$ cat src/rtl/stopwatch_ctrl.sv
// Stopwatch control: 1 ms prescaler, two button debouncers, and the
// run/stop/lap sequencing FSM with lap snapshot display mux.
//
//   state | meaning
//   IDLE  | stopped and cleared, live value displayed
//   RUN   | counter enabled, live value displayed
//   STOP  | counter halted, live value displayed
//   LAP   | counter enabled, frozen snapshot displayed
module stopwatch_ctrl #(
    parameter int DIV    = 16,
    parameter int DEB_MS = 20
) (
    input  logic       I_CLK,
    input  logic       I_RSTN,
    input  logic       I_BTN_START,
    input  logic       I_BTN_CLEAR,
    input  logic [9:0] I_TIMER_MS,
    input  logic [5:0] I_TIMER_SEC,
    output logic       O_EN_1MS,
    output logic       O_START_EN,
    output logic       O_CLEAR_EN,
    output logic [9:0] O_DISP_MS,
    output logic [5:0] O_DISP_SEC,
    output logic       O_LAP_VALID,
    output logic [1:0] O_STATE
);

    localparam int PW = (DIV > 1) ? $clog2(DIV) : 1;
    localparam int CW = (DEB_MS > 0) ? $clog2(DEB_MS + 1) : 1;

    typedef enum logic [1:0] {
        IDLE = 2'd0,
        RUN  = 2'd1,
        STOP = 2'd2,
        LAP  = 2'd3
    } state_t;

    logic [PW-1:0] pre_cnt;
    logic [1:0]    raw;
    logic [1:0]    sync_a;
    logic [1:0]    sync_b;
    logic [1:0]    stable;
    logic [1:0]    stable_d;
    logic [1:0]    press;
    logic [CW-1:0] run_cnt [2];
    logic          start_p;
    logic          clear_p;
    state_t        state;
    state_t        state_nxt;
    logic          clear_nxt;
    logic          snap_load;
    logic [9:0]    snap_ms;
    logic [5:0]    snap_sec;

    always_ff @(posedge I_CLK or negedge I_RSTN) begin
        if (!I_RSTN) begin
            pre_cnt  <= '0;
            O_EN_1MS <= 1'b0;
        end else if (pre_cnt == PW'(DIV - 1)) begin
            pre_cnt  <= '0;
            O_EN_1MS <= 1'b1;
        end else begin
            pre_cnt  <= pre_cnt + PW'(1);
            O_EN_1MS <= 1'b0;
        end
    end

    assign raw = {I_BTN_CLEAR, I_BTN_START};

    // Index 0 is START, index 1 is CLEAR.
    always_ff @(posedge I_CLK or negedge I_RSTN) begin
        if (!I_RSTN) begin
            sync_a   <= '0;
            sync_b   <= '0;
            stable   <= '0;
            stable_d <= '0;
            for (int i = 0; i < 2; i++) run_cnt[i] <= '0;
        end else begin
            sync_a   <= raw;
            sync_b   <= sync_a;
            stable_d <= stable;
            for (int i = 0; i < 2; i++) begin
                if (O_EN_1MS) begin
                    if (sync_b[i] != stable[i]) begin
                        if (run_cnt[i] == CW'(DEB_MS - 1)) begin
                            stable[i]  <= sync_b[i];
                            run_cnt[i] <= '0;
                        end else begin
                            run_cnt[i] <= run_cnt[i] + CW'(1);
                        end
                    end else begin
                        run_cnt[i] <= '0;
                    end
                end
            end
        end
    end

    assign press   = stable & ~stable_d;
    assign start_p = press[0];
    assign clear_p = press[1];

    // Start has priority, so every clear action is gated by !start_p.
    always_comb begin
        state_nxt = state;
        clear_nxt = 1'b0;
        snap_load = 1'b0;
        case (state)
            IDLE: begin
                if (start_p)      state_nxt = RUN;
                else if (clear_p) clear_nxt = 1'b1;
            end
            RUN: begin
                if (start_p) begin
                    state_nxt = STOP;
                end else if (clear_p) begin
                    state_nxt = LAP;
                    snap_load = 1'b1;
                end
            end
            LAP: begin
                if (start_p)      state_nxt = STOP;
                else if (clear_p) state_nxt = RUN;
            end
            STOP: begin
                if (start_p) begin
                    state_nxt = RUN;
                end else if (clear_p) begin
                    state_nxt = IDLE;
                    clear_nxt = 1'b1;
                end
            end
            default: state_nxt = IDLE;
        endcase
    end

    always_ff @(posedge I_CLK or negedge I_RSTN) begin
        if (!I_RSTN) begin
            state      <= IDLE;
            O_CLEAR_EN <= 1'b0;
            snap_ms    <= '0;
            snap_sec   <= '0;
        end else begin
            state      <= state_nxt;
            O_CLEAR_EN <= clear_nxt;
            if (snap_load) begin
                snap_ms  <= I_TIMER_MS;
                snap_sec <= I_TIMER_SEC;
            end
        end
    end

    assign O_STATE     = state;
    assign O_START_EN  = (state == RUN) || (state == LAP);
    assign O_LAP_VALID = (state == LAP);
    assign O_DISP_MS   = O_LAP_VALID ? snap_ms  : I_TIMER_MS;
    assign O_DISP_SEC  = O_LAP_VALID ? snap_sec : I_TIMER_SEC;

endmodule
$ cat config.mk
export PLATFORM = sky130hd
export DESIGN_NAME = stopwatch_ctrl
export DESIGN_NICKNAME = d
export VERILOG_FILES = /design/src/rtl/stopwatch_ctrl.sv
export SDC_FILE = /design/constraint.sdc
export NUM_CORES = 1
export LEC_CHECK = 0
export CORE_MARGIN = 4
export CORE_UTILIZATION = 50
export DETAILED_ROUTE_END_ITERATION = 6
export PLACE_DENSITY = 0.79
export SETUP_SLACK_MARGIN = 0.3
export SYNTH_ARGS = -nofsm -noshare
export SYNTH_HDL_FRONTEND = slang
export SYNTH_SLANG_ARGS = --single-unit
$ cat constraint.sdc
create_clock -name I_CLK -period 2.5 [get_ports I_CLK]
set_input_delay 0.25 -clock I_CLK [delete_from_list [all_inputs] [get_ports I_CLK]]
set_output_delay 0.25 -clock I_CLK [all_outputs]
set_load 0.05 [all_outputs]
# Word level (Yosys, flattened, before mapping)
# Index checks and enable logic that the tools add are counted.
dict set report classes {
  n_reduce_logical 6
  eq_ne 12
  muxes 20
  n_addsub 3
  n_bitwise 2
}
# operator n
set op_table {}
lappend op_table {{two-way mux 5 bit} 4}
lappend op_table {{two-way mux 2 bit} 7}
lappend op_table {{adder 5 x 1 -> 5 bit (second input constant)} 2}
lappend op_table {{== test 5 bit (second input constant)} 2}
lappend op_table {{two-way mux 10 bit} 1}
lappend op_table {{one-hot mux 2 bit (4 select lines)} 1}
lappend op_table {{two-way mux 6 bit} 1}
lappend op_table {{inequality test 3 bit (second input constant)} 2}
lappend op_table {{AND reduction 3 bit} 2}
lappend op_table {{two-way mux 1 bit} 5}
lappend op_table {{adder 4 x 1 -> 4 bit (second input constant)} 1}
lappend op_table {{== test 2 bit (second input constant)} 2}
lappend op_table {{== test 4 bit (second input constant)} 1}
lappend op_table {{two-way mux 4 bit} 1}
lappend op_table {{AND reduction 4 bit} 1}
lappend op_table {{inequality test 3 x 1 -> 1 bit (second input constant)} 1}
lappend op_table {{AND 2 bit} 1}
lappend op_table {{== test 2 x 1 -> 1 bit (second input constant)} 1}
lappend op_table {{zero test 2 bit} 1}
lappend op_table {{inequality test 1 bit} 2}
lappend op_table {{inequality test 2 bit (second input constant)} 1}
lappend op_table {{inverter 2 bit} 1}
lappend op_table {{OR reduction 2 bit} 1}
lappend op_table {{logical OR 1 bit} 1}
dict set report word_totals {
  out_inout_bits 22
  elab_cells 56
  in_bits 20
  ff_bits 42
}

# Logic depth before layout (Yosys ltp)
dict set report logic_depth {
  word_depth 5
  mapped_depth 4
  mapped_depth_nobuf 4
}

# Least setup slack after synthesis
# Ideal clock, no wire load.
dict set report synth_timing {
  path_kind {reg-to-output}
  from {register state[0] (netlist: O_STATE[0])}
  to {output O_DISP_MS[5]}
  t_arrival_ns 1.722
  required_time_ns 2.250
  setup_slack_ns 0.528
  n_path_buf 2
  path_stages_with_launch 5
  path_cell_list {dfrtp_1 -> buf_2 -> nand2_1 -> buf_2 -> mux2_2}
}
dict set report synth_between {
  elab_chain_len 2
}
# element line_no
set synth_lines {}
lappend synth_lines {{start: declaration} 48} ;# state_t state;
lappend synth_lines {{start signal: assignment} 144} ;# state <= state_nxt;
lappend synth_lines {{== test 2 bit} 155} ;# assign O_LAP_VALID = (state == LAP);
lappend synth_lines {{two-way mux 10 bit} 156} ;# assign O_DISP_MS = O_LAP_VALID ? snap_ms : I_TIMER_MS;
lappend synth_lines {{end: declaration} 22} ;# output logic [9:0] O_DISP_MS,
# Every way passes these cells.

# Final worst setup path
dict set report layout_timing {
  from {register state[0] (netlist: O_STATE[0])}
  to {output O_LAP_VALID}
}
dict set report layout_between {
  elab_chain_len 1
}
# element line_no
set layout_lines {}
lappend layout_lines {{== test 2 bit} 155}
lappend layout_lines {{end: declaration} 24} ;# output logic O_LAP_VALID,
# Every way passes these cells.

==> metrics.txt <==
status finished, final reports clean; DR DRC count 0; Cells after DPL 238; Crit path required time 2.25 ns; first-pass GRT wire length 6050 um; postcts setup bufs 0; Mapped Area 1990 um2; Mean Syn Cell Area 13.1 um2; CTS Hold Bufs 0; gr ovfl total 0; Via density 5.35; RSZ-0062 raised after global routing false; number of synthesized flops with an enable pin 0; Area after DPL 2400 um2; Synth Flop Type dfrtp_1; DR iter-0 viols 27; Worst slew margin 0.412; worst hold path class in -> async; final slew viol count 0; fin crit share 0.809; post-CTS resize count 0; clock latency on the worst-skew pair 0.29 ns; Arr. time, crit path 1.77 ns; met3 routed WL 192 um; vias in the first global route 1322; CTS max path bufs 2; final WL 3570 um; Fin Hold WS 0.0777 ns; initial core utilization 0.531; row cnt 22; Design Power 1.27 mW; H-tree depth 2; Top Layer Used met4; Crit. Startpoint O_STATE[0]; post-route insts no fill 245; DPL Wire Length 2700 um; Ant. Diodes 0; Fmax 0.494 GHz; actual slew at the worst max-slew pin 0.882 ns; routability congestion estimate 0.723; TritonCTS Buffers 5; Leak 1.11 nW; Mapped Cells 152; Wirelength per Cell 14.6 um; Yosys warning total 0; M1 WL 1580 um; total clock sinks 42; wire length on met2 1740 um; synthesized flop and latch total 42; Cell Pwr Density 514 nW/um2; initial antenna violation count 0; filler cell count 291; Max-Cap Viols 0; CP Capture Type output port; Die Height 71.0 um; post-layout minimum cycle time 2.02 ns; startpoint types register; highest ir drop seen on vdd 418 uV; Top Ports 42; kind of critical path reg -> out; total core area 3740 um2; register area share after synthesis 0.529; number of nets with antenna violations after routing 0; syn nets 175; Clk pin slew, worst setup/hold paths 0.07 ns; worst r2r src stable[0]; Synth-to-Final Area Change 24.7%; Post-synth ARST share 1.00; fin area 2480 um2; die width 71.0 um; CTS Root Cell clkbuf_8; # nets final 220; GRT Resource Usage Total 0.152; Netlist cell types 31; drt first pass iters 4; CTS tree built; layout cell share with drive strength beyond 1 0.315; routed vias 1311; CP max FO 7; die area 5050 um2; Setup violations, final 0; Fin. Hold Viols 0; largest net degree at the start of global routing 43; Final TNS setup 0 ns; Setup Skew 0.00387 ns; port buffer count 41
[state kept, by name, indices dropped and copies added (netlist names)]
signal and flops:
run_cnt 10, snap_ms 10, snap_sec 6, pre_cnt 4, O_STATE 2, stable 2
stable_d 2, sync_a 2, sync_b 2, O_CLEAR_EN 1, O_EN_1MS 1
[cell families after synthesis]
| group | Yosys count | share of synthesized area |
|---|---|---|
| buffers and inverters | 13 | 0.0296 |
| flip-flops | 42 | 0.529 |
| multiplexers | 37 | 0.227 |
| AO/OA/AOI/OAI | 20 | 0.0674 |
| adder cells (fa/ha/maj) | 3 | 0.0189 |
| AND/OR/NAND/NOR | 31 | 0.102 |
| XOR/XNOR | 6 | 0.0265 |
[critical path: stages (launching register included)]
cell and delay [ns]:
dfrtp_1 0.50, nand2_1 0.13, inv_1 0.07, clkdlybuf4s50_1 0.79
[synthesized netlist by cell type (3+ instances only)]
library cell | count | area (um2)
inv_1 | 8 | 30.0
xnor2_1 | 3 | 26.3
a21oi_1 | 3 | 15.0
nand2b_1 | 6 | 37.5
o2bb2ai_1 | 3 | 26.3
ha_1 | 3 | 37.5
dfrtp_1 | 42 | 1050
nand3_1 | 6 | 30.0
xor2_1 | 3 | 26.3
mux2i_1 | 3 | 30.0
nand2_1 | 4 | 15.0
mux2_2 | 24 | 270
mux2_4 | 10 | 150
nor2_1 | 4 | 15.0
o21ai_0 | 7 | 35.0
[where the power goes]
| group | internal, mW | switching (mW) |
|---|---|---|
| Combinational | 0.0731 | 0.0867 |
| Sequential | 0.701 | 0.0139 |
| Clock | 0.191 | 0.209 |
[stage by stage]
step | setup WS (ns) | utilization
after CTS | 0.458 | 0.662
after detailed placement | 0.787 | 0.641
final | 0.478 | 0.662
after global placement | 0.814 | 0.641
after global routing | 0.381 | 0.662
after floorplan | 0.528 | -
[layout make-up]
| cell class | count | area [um2] | area share |
|---|---|---|---|
| timing repair buffer | 43 | 380 | 0.153 |
| clock inverter | 1 | 7.51 | 0.00303 |
| inverter | 8 | 30.0 | 0.0121 |
| multi-input combinational | 97 | 877 | 0.354 |
| tap | 48 | 60.1 | 0.0242 |
| sequential | 42 | 1050 | 0.424 |
| clock buffer | 6 | 72.6 | 0.0293 |
[cell usage in the layout, fill, tap and decap left out, types with 4 or more instances in the layout]
cell type        count
buf_4               18
dfrtp_1             42
inv_1                8
clkbuf_8             5
o21ai_0              7
mux2_2              24
clkdlybuf4s50_1     24
nor2_1               4
nand2b_1             6
mux2_4              10
nand3_1              6
nand2_1              4
[routing by layer]
| metal | track usage | vias up |
|---|---|---|
| met4 | 0.0543 | 0 |
| met5 | 0 | - |
| li1 | - | 627 |
| met1 | 0.195 | 644 |
| met3 | 0.0469 | 6 |
| met2 | 0.245 | 34 |
[final timing paths]
path                       slack (ns)  depth (start not counted)           to
min                              0.08                          1  snap_sec[3]
max reg2reg                      0.93                          3  snap_sec[2]
min reg2reg                      0.35                          0    sync_b[1]
max                              0.48                          3  O_LAP_VALID
max in group asynchronous        1.87                          1   run_cnt[4]
min in group I_CLK               0.35                          0    sync_b[1]
(Power assumes the default switching activity.)
